==> config.mk <==
export PLATFORM = sky130hd
export DESIGN_NAME = conv_frame_ctrl_flat
export DESIGN_NICKNAME = d
export VERILOG_FILES = /design/src/rtl/conv_frame_ctrl_if.sv /design/src/rtl/conv_frame_ctrl.sv /design/src/flat_wrapper.sv
export SDC_FILE = /design/constraint.sdc
export NUM_CORES = 1
export LEC_CHECK = 0
export CAP_MARGIN = 10
export CELL_PAD_IN_SITES_DETAIL_PLACEMENT = 1
export CELL_PAD_IN_SITES_GLOBAL_PLACEMENT = 2
export CORE_ASPECT_RATIO = 0.8
export CORE_MARGIN = 3
export CORE_UTILIZATION = 37
export CTS_CLUSTER_SIZE = 8
export DETAILED_ROUTE_END_ITERATION = 7
export GPL_ROUTABILITY_DRIVEN = 1
export PLACE_DENSITY_LB_ADDON = 0.1
export SYNTH_ARGS = -nofsm -noshare
export SYNTH_HDL_FRONTEND = slang
export SYNTH_SLANG_ARGS = --single-unit
==> constraint.sdc <==
create_clock -name clk -period 10.5 [get_ports clk]
set_input_delay 2.625 -clock clk [delete_from_list [all_inputs] [get_ports clk]]
set_output_delay 2.625 -clock clk [all_outputs]
set_load 0.01 [all_outputs]
==> src/rtl/conv_frame_ctrl_if.sv <==
// ---------------------------------------------------------------------------
// conv_frame_ctrl_if
//   Bundles the pixel-stream handshake, the coefficient config port and the
//   datapath/result side-band signals of the 3x3 convolution sequencer.
//   master : pixel source / config host / result consumer
//   slave  : conv_frame_ctrl
// Signals
//   s_valid/s_sof/s_eol  pixel qualifiers        s_ready  pixel accepted
//   cfg_we/addr/data     shadow coefficient write cfg_commit arm bank swap
//   ke                   active kernel, coef i at [i*KDW +: KDW]
//   conv_ce              datapath enable          win_valid full window now
//   m_valid/m_sof/m_eol  result qualifiers (re-timed by the datapath latency)
//   frame_done           last result of frame     busy / err  status
// ---------------------------------------------------------------------------
interface conv_frame_ctrl_if #(
    parameter int KDW = 10,
    parameter int KW  = 3
);
    localparam int NU = KW * KW;
    localparam int AW = (NU > 1) ? $clog2(NU) : 1;

    logic              s_valid;
    logic              s_sof;
    logic              s_eol;
    logic              s_ready;
    logic              cfg_we;
    logic [AW-1:0]     cfg_addr;
    logic [KDW-1:0]    cfg_data;
    logic              cfg_commit;
    logic [KDW*NU-1:0] ke;
    logic              conv_ce;
    logic              win_valid;
    logic              m_valid;
    logic              m_sof;
    logic              m_eol;
    logic              frame_done;
    logic              busy;
    logic              err;

    modport master (
        output s_valid, s_sof, s_eol, cfg_we, cfg_addr, cfg_data, cfg_commit,
        input  s_ready, ke, conv_ce, win_valid, m_valid, m_sof, m_eol,
               frame_done, busy, err
    );

    modport slave (
        input  s_valid, s_sof, s_eol, cfg_we, cfg_addr, cfg_data, cfg_commit,
        output s_ready, ke, conv_ce, win_valid, m_valid, m_sof, m_eol,
               frame_done, busy, err
    );
endinterface

==> src/rtl/conv_frame_ctrl.sv <==
// ---------------------------------------------------------------------------
// conv_frame_ctrl
//   Sequencer for a KWxKW convolution datapath with fixed latency LAT.
//   Tracks row/col of a raster pixel stream, flags pixels that complete a
//   full window, re-times window valid/sof/eol by LAT so they line up with
//   the datapath result, and holds the kernel in a shadow/active bank pair
//   that only swaps at an accepted start-of-frame.
// Ports
//   clk   clock
//   rst   synchronous reset, active-high
//   bus   conv_frame_ctrl_if.slave (stream, config, result side-band)
// ---------------------------------------------------------------------------
module conv_frame_ctrl #(
    parameter int KDW   = 10,
    parameter int KW    = 3,
    parameter int IMG_W = 640,
    parameter int IMG_H = 480,
    parameter int LAT   = 8
) (
    input  logic             clk,
    input  logic             rst,
    conv_frame_ctrl_if.slave bus
);
    localparam int NU = KW * KW;
    localparam int AW = (NU > 1) ? $clog2(NU) : 1;
    localparam int CW = (IMG_W > 1) ? $clog2(IMG_W) : 1;
    localparam int RW = (IMG_H > 1) ? $clog2(IMG_H) : 1;
    localparam int LW = (LAT > 1) ? $clog2(LAT) : 1;

    localparam logic [CW-1:0] COL_LAST = CW'(IMG_W - 1);
    localparam logic [RW-1:0] ROW_LAST = RW'(IMG_H - 1);
    localparam logic [CW-1:0] COL_WIN  = CW'(KW - 1);
    localparam logic [RW-1:0] ROW_WIN  = RW'(KW - 1);
    localparam logic [LW-1:0] CNT_LAST = LW'(LAT - 1);

    typedef enum logic [1:0] {IDLE, RUN, FLUSH} state_t;

    state_t        state_reg, state_next;
    logic [CW-1:0] col_reg, col_next, cur_col;
    logic [RW-1:0] row_reg, row_next, cur_row;
    logic [LW-1:0] cnt_reg, cnt_next;
    logic          err_reg, err_next;
    logic          commit_reg, commit_next;

    logic ready, accept, pix, start, swap;
    logic col_end, row_end, line_end;
    logic win, wsof, weol, wlast;
    logic busy;

    // Delay line entry: {last-of-frame, eol, sof, valid}
    logic [3:0] dly_reg [LAT];

    logic [KDW*NU-1:0] ke_flat;

    // -----------------------------------------------------------------------
    // Next-state / counter logic
    // -----------------------------------------------------------------------
    always_comb begin
        state_next = state_reg;
        col_next   = col_reg;
        row_next   = row_reg;
        cnt_next   = cnt_reg;
        err_next   = err_reg;
        cur_col    = col_reg;
        cur_row    = row_reg;
        pix        = 1'b0;
        start      = 1'b0;

        // Holding ready low during reset keeps every output at zero then.
        ready  = !rst && (state_reg != FLUSH);
        accept = bus.s_valid && ready;

        unique case (state_reg)
            IDLE: begin
                // Pixels before a start-of-frame are dropped.
                if (accept && bus.s_sof) begin
                    pix     = 1'b1;
                    start   = 1'b1;
                    cur_col = '0;
                    cur_row = '0;
                end
            end
            RUN: begin
                if (accept) begin
                    pix = 1'b1;
                    // Unexpected sof restarts the frame at (0,0); results
                    // already in the delay line are left to drain.
                    if (bus.s_sof) begin
                        start    = 1'b1;
                        err_next = 1'b1;
                        cur_col  = '0;
                        cur_row  = '0;
                    end
                end
            end
            FLUSH: begin
                cnt_next = cnt_reg + 1'b1;
                if (cnt_reg == CNT_LAST) begin
                    state_next = IDLE;
                end
            end
            default: state_next = IDLE;
        endcase

        col_end  = (cur_col == COL_LAST);
        row_end  = (cur_row == ROW_LAST);
        line_end = col_end || bus.s_eol;

        if (pix) begin
            state_next = RUN;
            // eol must coincide exactly with the last column.
            if (col_end != bus.s_eol) begin
                err_next = 1'b1;
            end
            if (line_end) begin
                col_next = '0;
                // Closing the last line (normally or early) ends the frame.
                if (row_end) begin
                    row_next   = '0;
                    state_next = FLUSH;
                    cnt_next   = '0;
                end else begin
                    row_next = cur_row + 1'b1;
                end
            end else begin
                col_next = cur_col + 1'b1;
            end
        end

        win   = pix && (cur_row >= ROW_WIN) && (cur_col >= COL_WIN);
        wsof  = win && (cur_row == ROW_WIN) && (cur_col == COL_WIN);
        weol  = win && col_end;
        wlast = weol && row_end;

        // A commit arriving in the same cycle as the sof still takes effect.
        swap        = start && (commit_reg || bus.cfg_commit);
        commit_next = swap ? 1'b0 : (commit_reg || bus.cfg_commit);
    end

    always_ff @(posedge clk) begin
        if (rst) begin
            state_reg  <= IDLE;
            col_reg    <= '0;
            row_reg    <= '0;
            cnt_reg    <= '0;
            err_reg    <= 1'b0;
            commit_reg <= 1'b0;
        end else begin
            state_reg  <= state_next;
            col_reg    <= col_next;
            row_reg    <= row_next;
            cnt_reg    <= cnt_next;
            err_reg    <= err_next;
            commit_reg <= commit_next;
        end
    end

    // -----------------------------------------------------------------------
    // Result re-timing: free-running shift so results line up with the
    // datapath output regardless of input gaps.
    // -----------------------------------------------------------------------
    always_ff @(posedge clk) begin
        if (rst) begin
            for (int i = 0; i < LAT; i++) begin
                dly_reg[i] <= '0;
            end
        end else begin
            dly_reg[0] <= {wlast, weol, wsof, win};
            for (int i = 1; i < LAT; i++) begin
                dly_reg[i] <= dly_reg[i-1];
            end
        end
    end

    // -----------------------------------------------------------------------
    // Coefficient banks. The active copy loads from the shadow value including
    // any write made on the same edge, so write+commit+sof lands together.
    // -----------------------------------------------------------------------
    genvar gi;
    generate
        for (gi = 0; gi < NU; gi++) begin : g_coef
            logic [KDW-1:0] shadow_reg;
            logic [KDW-1:0] shadow_next;
            logic [KDW-1:0] ke_reg;

            // Addresses >= NU match no coefficient and are ignored.
            always_comb begin
                shadow_next = shadow_reg;
                if (bus.cfg_we && (bus.cfg_addr == AW'(gi))) begin
                    shadow_next = bus.cfg_data;
                end
            end

            always_ff @(posedge clk) begin
                if (rst) begin
                    shadow_reg <= '0;
                    ke_reg     <= '0;
                end else begin
                    shadow_reg <= shadow_next;
                    if (swap) begin
                        ke_reg <= shadow_next;
                    end
                end
            end

            assign ke_flat[gi*KDW +: KDW] = ke_reg;
        end
    endgenerate

    // -----------------------------------------------------------------------
    // Outputs
    // -----------------------------------------------------------------------
    assign busy           = (state_reg != IDLE);
    assign bus.s_ready    = ready;
    assign bus.busy       = busy;
    assign bus.conv_ce    = busy;
    assign bus.win_valid  = win;
    assign bus.err        = err_reg;
    assign bus.ke         = ke_flat;
    assign bus.m_valid    = dly_reg[LAT-1][0];
    assign bus.m_sof      = dly_reg[LAT-1][1];
    assign bus.m_eol      = dly_reg[LAT-1][2];
    assign bus.frame_done = dly_reg[LAT-1][3] && dly_reg[LAT-1][0];
endmodule

==> src/flat_wrapper.sv <==
// flat-port wrapper written by rule: the top's interface ports become plain ports
module conv_frame_ctrl_flat 
#(
    parameter int KDW   = 10,
    parameter int KW    = 3,
    parameter int IMG_W = 640,
    parameter int IMG_H = 480,
    parameter int LAT   = 8
)
  (clk, rst, bus_s_valid, bus_s_sof, bus_s_eol, bus_cfg_we, bus_cfg_addr, bus_cfg_data, bus_cfg_commit, bus_s_ready, bus_ke, bus_conv_ce, bus_win_valid, bus_m_valid, bus_m_sof, bus_m_eol, bus_frame_done, bus_busy, bus_err);
  conv_frame_ctrl_if #(.KDW(KDW), .KW(KW)) bus_i ();
  input  logic clk;
  input  logic rst;
  input wire logic [$bits(bus_i.s_valid)-1:0] bus_s_valid;
  input wire logic [$bits(bus_i.s_sof)-1:0] bus_s_sof;
  input wire logic [$bits(bus_i.s_eol)-1:0] bus_s_eol;
  input wire logic [$bits(bus_i.cfg_we)-1:0] bus_cfg_we;
  input wire logic [$bits(bus_i.cfg_addr)-1:0] bus_cfg_addr;
  input wire logic [$bits(bus_i.cfg_data)-1:0] bus_cfg_data;
  input wire logic [$bits(bus_i.cfg_commit)-1:0] bus_cfg_commit;
  output wire logic [$bits(bus_i.s_ready)-1:0] bus_s_ready;
  output wire logic [$bits(bus_i.ke)-1:0] bus_ke;
  output wire logic [$bits(bus_i.conv_ce)-1:0] bus_conv_ce;
  output wire logic [$bits(bus_i.win_valid)-1:0] bus_win_valid;
  output wire logic [$bits(bus_i.m_valid)-1:0] bus_m_valid;
  output wire logic [$bits(bus_i.m_sof)-1:0] bus_m_sof;
  output wire logic [$bits(bus_i.m_eol)-1:0] bus_m_eol;
  output wire logic [$bits(bus_i.frame_done)-1:0] bus_frame_done;
  output wire logic [$bits(bus_i.busy)-1:0] bus_busy;
  output wire logic [$bits(bus_i.err)-1:0] bus_err;
  assign bus_i.s_valid = bus_s_valid;
  assign bus_i.s_sof = bus_s_sof;
  assign bus_i.s_eol = bus_s_eol;
  assign bus_i.cfg_we = bus_cfg_we;
  assign bus_i.cfg_addr = bus_cfg_addr;
  assign bus_i.cfg_data = bus_cfg_data;
  assign bus_i.cfg_commit = bus_cfg_commit;
  assign bus_s_ready = bus_i.s_ready;
  assign bus_ke = bus_i.ke;
  assign bus_conv_ce = bus_i.conv_ce;
  assign bus_win_valid = bus_i.win_valid;
  assign bus_m_valid = bus_i.m_valid;
  assign bus_m_sof = bus_i.m_sof;
  assign bus_m_eol = bus_i.m_eol;
  assign bus_frame_done = bus_i.frame_done;
  assign bus_busy = bus_i.busy;
  assign bus_err = bus_i.err;
  conv_frame_ctrl #(.KDW(KDW), .KW(KW), .IMG_W(IMG_W), .IMG_H(IMG_H), .LAT(LAT)) u_core (.clk(clk), .rst(rst), .bus(bus_i));
endmodule
==> results summary <==
For this design the static power due to leakage is slightly above 4 nW. The HPWL after detailed placement is around 15000 um. The most common flop cell mapped by yosys is dfxtp_1. Clock tree synthesis selected as its root buffer the cell clkbuf_16.

The count of boundary I/O pins came out at 120. The post-synth design cell area is approximately 0.0086 mm^2. Post-CTS repair changed the size of 0 cells. In the final layout, the share of cells above drive strength 1 is 0.0530. The residual antenna-violating net count after detailed routing came out at 0. For this run, the post-layout net count is just under 1000.

After detailed routing, the total wire length is 22900 um. Based on the critical path, the design can be clocked at up to roughly 120 MHz. In this run, placement finished with an instance count of roughly 1200. The final clock period utilization by the worst path is 0.789.

The most frequently used cell type in the post-synthesis netlist is dfxtp_1. The post-synth net total is approximately 900. The maximum fanout along the worst path is 16. The number of design-rule violations left by the first detailed-router iteration is approximately 260. The wire length per cell came out at 18.0 um. The post-placement worst setup slack is about 2.2 ns. The net switching power came out at around 0.44 mW. The TritonCTS clock tree is done. The final worst slack came out at between 2 and 2.5 ns. The worst endpoint required time is roughly 8 ns. The area share of the largest cell type after synthesis is 0.556.

In the synthesized netlist, the number of instances is ~900. The part of the Yosys area used for sequential elements came out at 0.556. The count of buffers inserted at the top-level ports is roughly 120. After detailed routing, the number of vias per cell comes to ~5.1. The number of global-route vias before repair is 6683.

The maximum number of pins on one net before global-route repair came out at roughly 130. The filler cells instantiated in the layout total around 2500. The multi-input combinational cells in the finished layout cover a total of approximately 0.0035 mm^2. The sum of negative setup slack is 0 ns. The setup path with the least slack is of type in -> out. The final setup skew is roughly 0.013 ns. The synthesized netlist contains 54 unique library cells. For the pin with the worst max-slew slack, the measured transition is 1.11 ns. The congestion estimate from routability-driven global placement came to 0.794. STA classifies the critical path startpoint as an input port. Of all cell types, the one taking the most synthesized area is dfxtp_1.

The arrival time of data at the critical path endpoint came out at 5.65 ns. The CTS buffer count is 35. The power density over the cells came out at 186 mW/mm^2.

The run finished with clean final reports. Setup repair after global routing left no endpoint under its margin. The H-tree generated during clock tree synthesis spans 2 levels. The floorplan step set the die height to approximately 140 um. The area growth from synthesis to final layout is 26.2%. The aggregate global-route resource usage is 0.184. The final-report hold violation count came to 0. The number of synthesized flops with an enable pin is 0. The number of buffers inserted by hold repair at cts came out at 0.

The worst-case clock buffer depth came out at 3. Of the total power, the share spent switching nets is 0.220. The initial antenna violation count is 0.

The worst voltage drop across the vdd grid is around 110 uV. The max-cap check violation count is 0. The minimum clock period after layout came out at between 8 and 9 ns. The total power draw is about 2 mW. The total area inside the core boundary comes to approximately 0.023 mm^2. The synthesized area per cell came out at between 9 and 10 um^2. The max-slew headroom at the worst pin came out at 0.254.

The total of endpoints with negative setup slack in the final report is 0. The overall overflow remaining after global route came out at 0. The clock share of power came out at 0.471. The clock net sink count is about 240.

The count of synthesis-stage warnings from yosys is 0. The detailed-routing iteration count for the pre-antenna-repair pass is 4. Clock latency on the worst-skew pair, taken at its later pin, is between 0.4 and 0.5 ns. The buffer count from post-CTS setup fixing came out at 0. The wire length of the first global-routing pass came out at approximately 37000 um. Cell internal power was estimated by the tool at 1.57 mW. The die extent in x is between 150 and 200 um. Of the total power, registers draw 0.465. The path class of the tightest hold or removal check is reg -> reg. The final instance count without filler cells came out at 1269.

The number of pins with negative max-slew slack in the final report came to 0. The die covers roughly 0.025 mm^2. The synthesized flop and latch total came out at 238. Detailed routing inserted a total of ~6500 vias. Counting flops with an async set or reset pin after synthesis yields a share of 0. The effective utilization at floorplan is 0.379.

The logic gate share of total power came out at 0.064. After synthesis, the cell types taking the most area are dfxtp_1, mux2i_1, nor2_1, a211oi_1, clkbuf_1. The capturing element type of the critical path is an output pin. The post-route DRC violation count is 0. The total area of sequential cells came out at between 0.004 and 0.005 mm^2. Final hold analysis gives a worst-case slack of roughly 0.44 ns.

Clock-pin slew was measured on the worst setup and hold paths at ~0.050 ns. The antenna diode instance count came out at 0. The number of rows in the core area is between 40 and 50.

By count the netlist is led by dfxtp_1, nor2_1, mux2i_1, a211oi_1, clkbuf_1.
## critical path, cell delays in order
cell	delay (ns)
clkdlybuf4s50_1	0.59
nand4bb_1	0.70
and2_1	0.48
inv_1	0.07
ha_1	0.19
nor2_1	0.06
nand3_1	0.08
nand4_1	0.21
inv_1	0.11
clkdlybuf4s50_1	0.54
## power groups by stage
stage                     Clock (mW)  Sequential (mW)  Combinational, mW
after floorplan                    0            0.959             0.0639
after global placement             0            0.954              0.128
after detailed placement           0            0.955              0.131
after CTS                      0.979            0.937              0.132
after global routing            1.02            0.938              0.143
final                          0.949            0.938              0.129
## through the flow
step,cell area (um^2),utilization
after floorplan,8570,-
after global placement,9920,0.439
after detailed placement,9920,0.439
after CTS,10800,0.478
after global routing,10800,0.478
final,10800,0.478
## layout by cell type, fill, tap and decap left out, types with 2 or more instances in the layout
cell type	netlist	routed
a211oi_1	91	91
a21o_1	5	5
a21oi_1	10	10
a22o_1	3	3
a22oi_1	2	2
a31oi_1	4	4
and2_1	6	6
and3_1	6	6
buf_4	1	4
clkbuf_16	0	35
clkdlybuf4s50_1	0	118
dfxtp_1	238	238
ha_1	7	7
inv_1	7	7
mux2i_1	93	93
nand2_1	17	17
nand2b_1	4	4
nand3_1	19	19
nand3b_1	3	3
nand4_1	4	4
nand4bb_1	2	2
nor2_1	196	196
nor2b_1	31	31
nor3_1	6	6
nor3b_2	0	2
nor4_1	6	6
o211ai_1	2	2
o21ai_0	6	6
o32ai_1	2	2
or2_2	3	3
or4_1	4	4
xnor2_1	2	2
## area by class of cell
cell class	count	share of cell area
clock buffers	36	0.0822
clock inverters	1	0.000810
inverters	8	0.00278
multi-input cells	557	0.325
flip-flops and latches	238	0.440
well taps	306	0.0354
repair buffers	123	0.113
## path summary, 6_finish.rpt
path / from / to / slack, ns / depth (start not counted)
max: bus_s_sof / bus_win_valid / 2.22 / 10
min: u_core.dly_reg[0][21] / u_core.dly_reg[0][25] / 0.44 / 1
max reg2reg: u_core.state_reg[1] / u_core.state_reg[0] / 6.08 / 11
min reg2reg: u_core.dly_reg[0][21] / u_core.dly_reg[0][25] / 0.44 / 1
## metal layers
metal | vias up | track usage | part of all wire
met5 | - | 0 | 0
met1 | 3128 | 0.258 | 0.49
met2 | 134 | 0.288 | 0.44
met4 | 0 | 0.0450 | 0.015
met3 | 30 | 0.0424 | 0.054
li1 | 3209 | - | -
## logic make-up after synthesis
kind of cell    Yosys count  synth area share
compound gates          134             0.114
xor+xnor                  2           0.00204
simple gates            320             0.172
mux                      93             0.109
fa+ha+maj                 8            0.0114
flops                   238             0.556
buf+inv                  79            0.0362
Note: power is estimated with default switching activity, not from simulation.
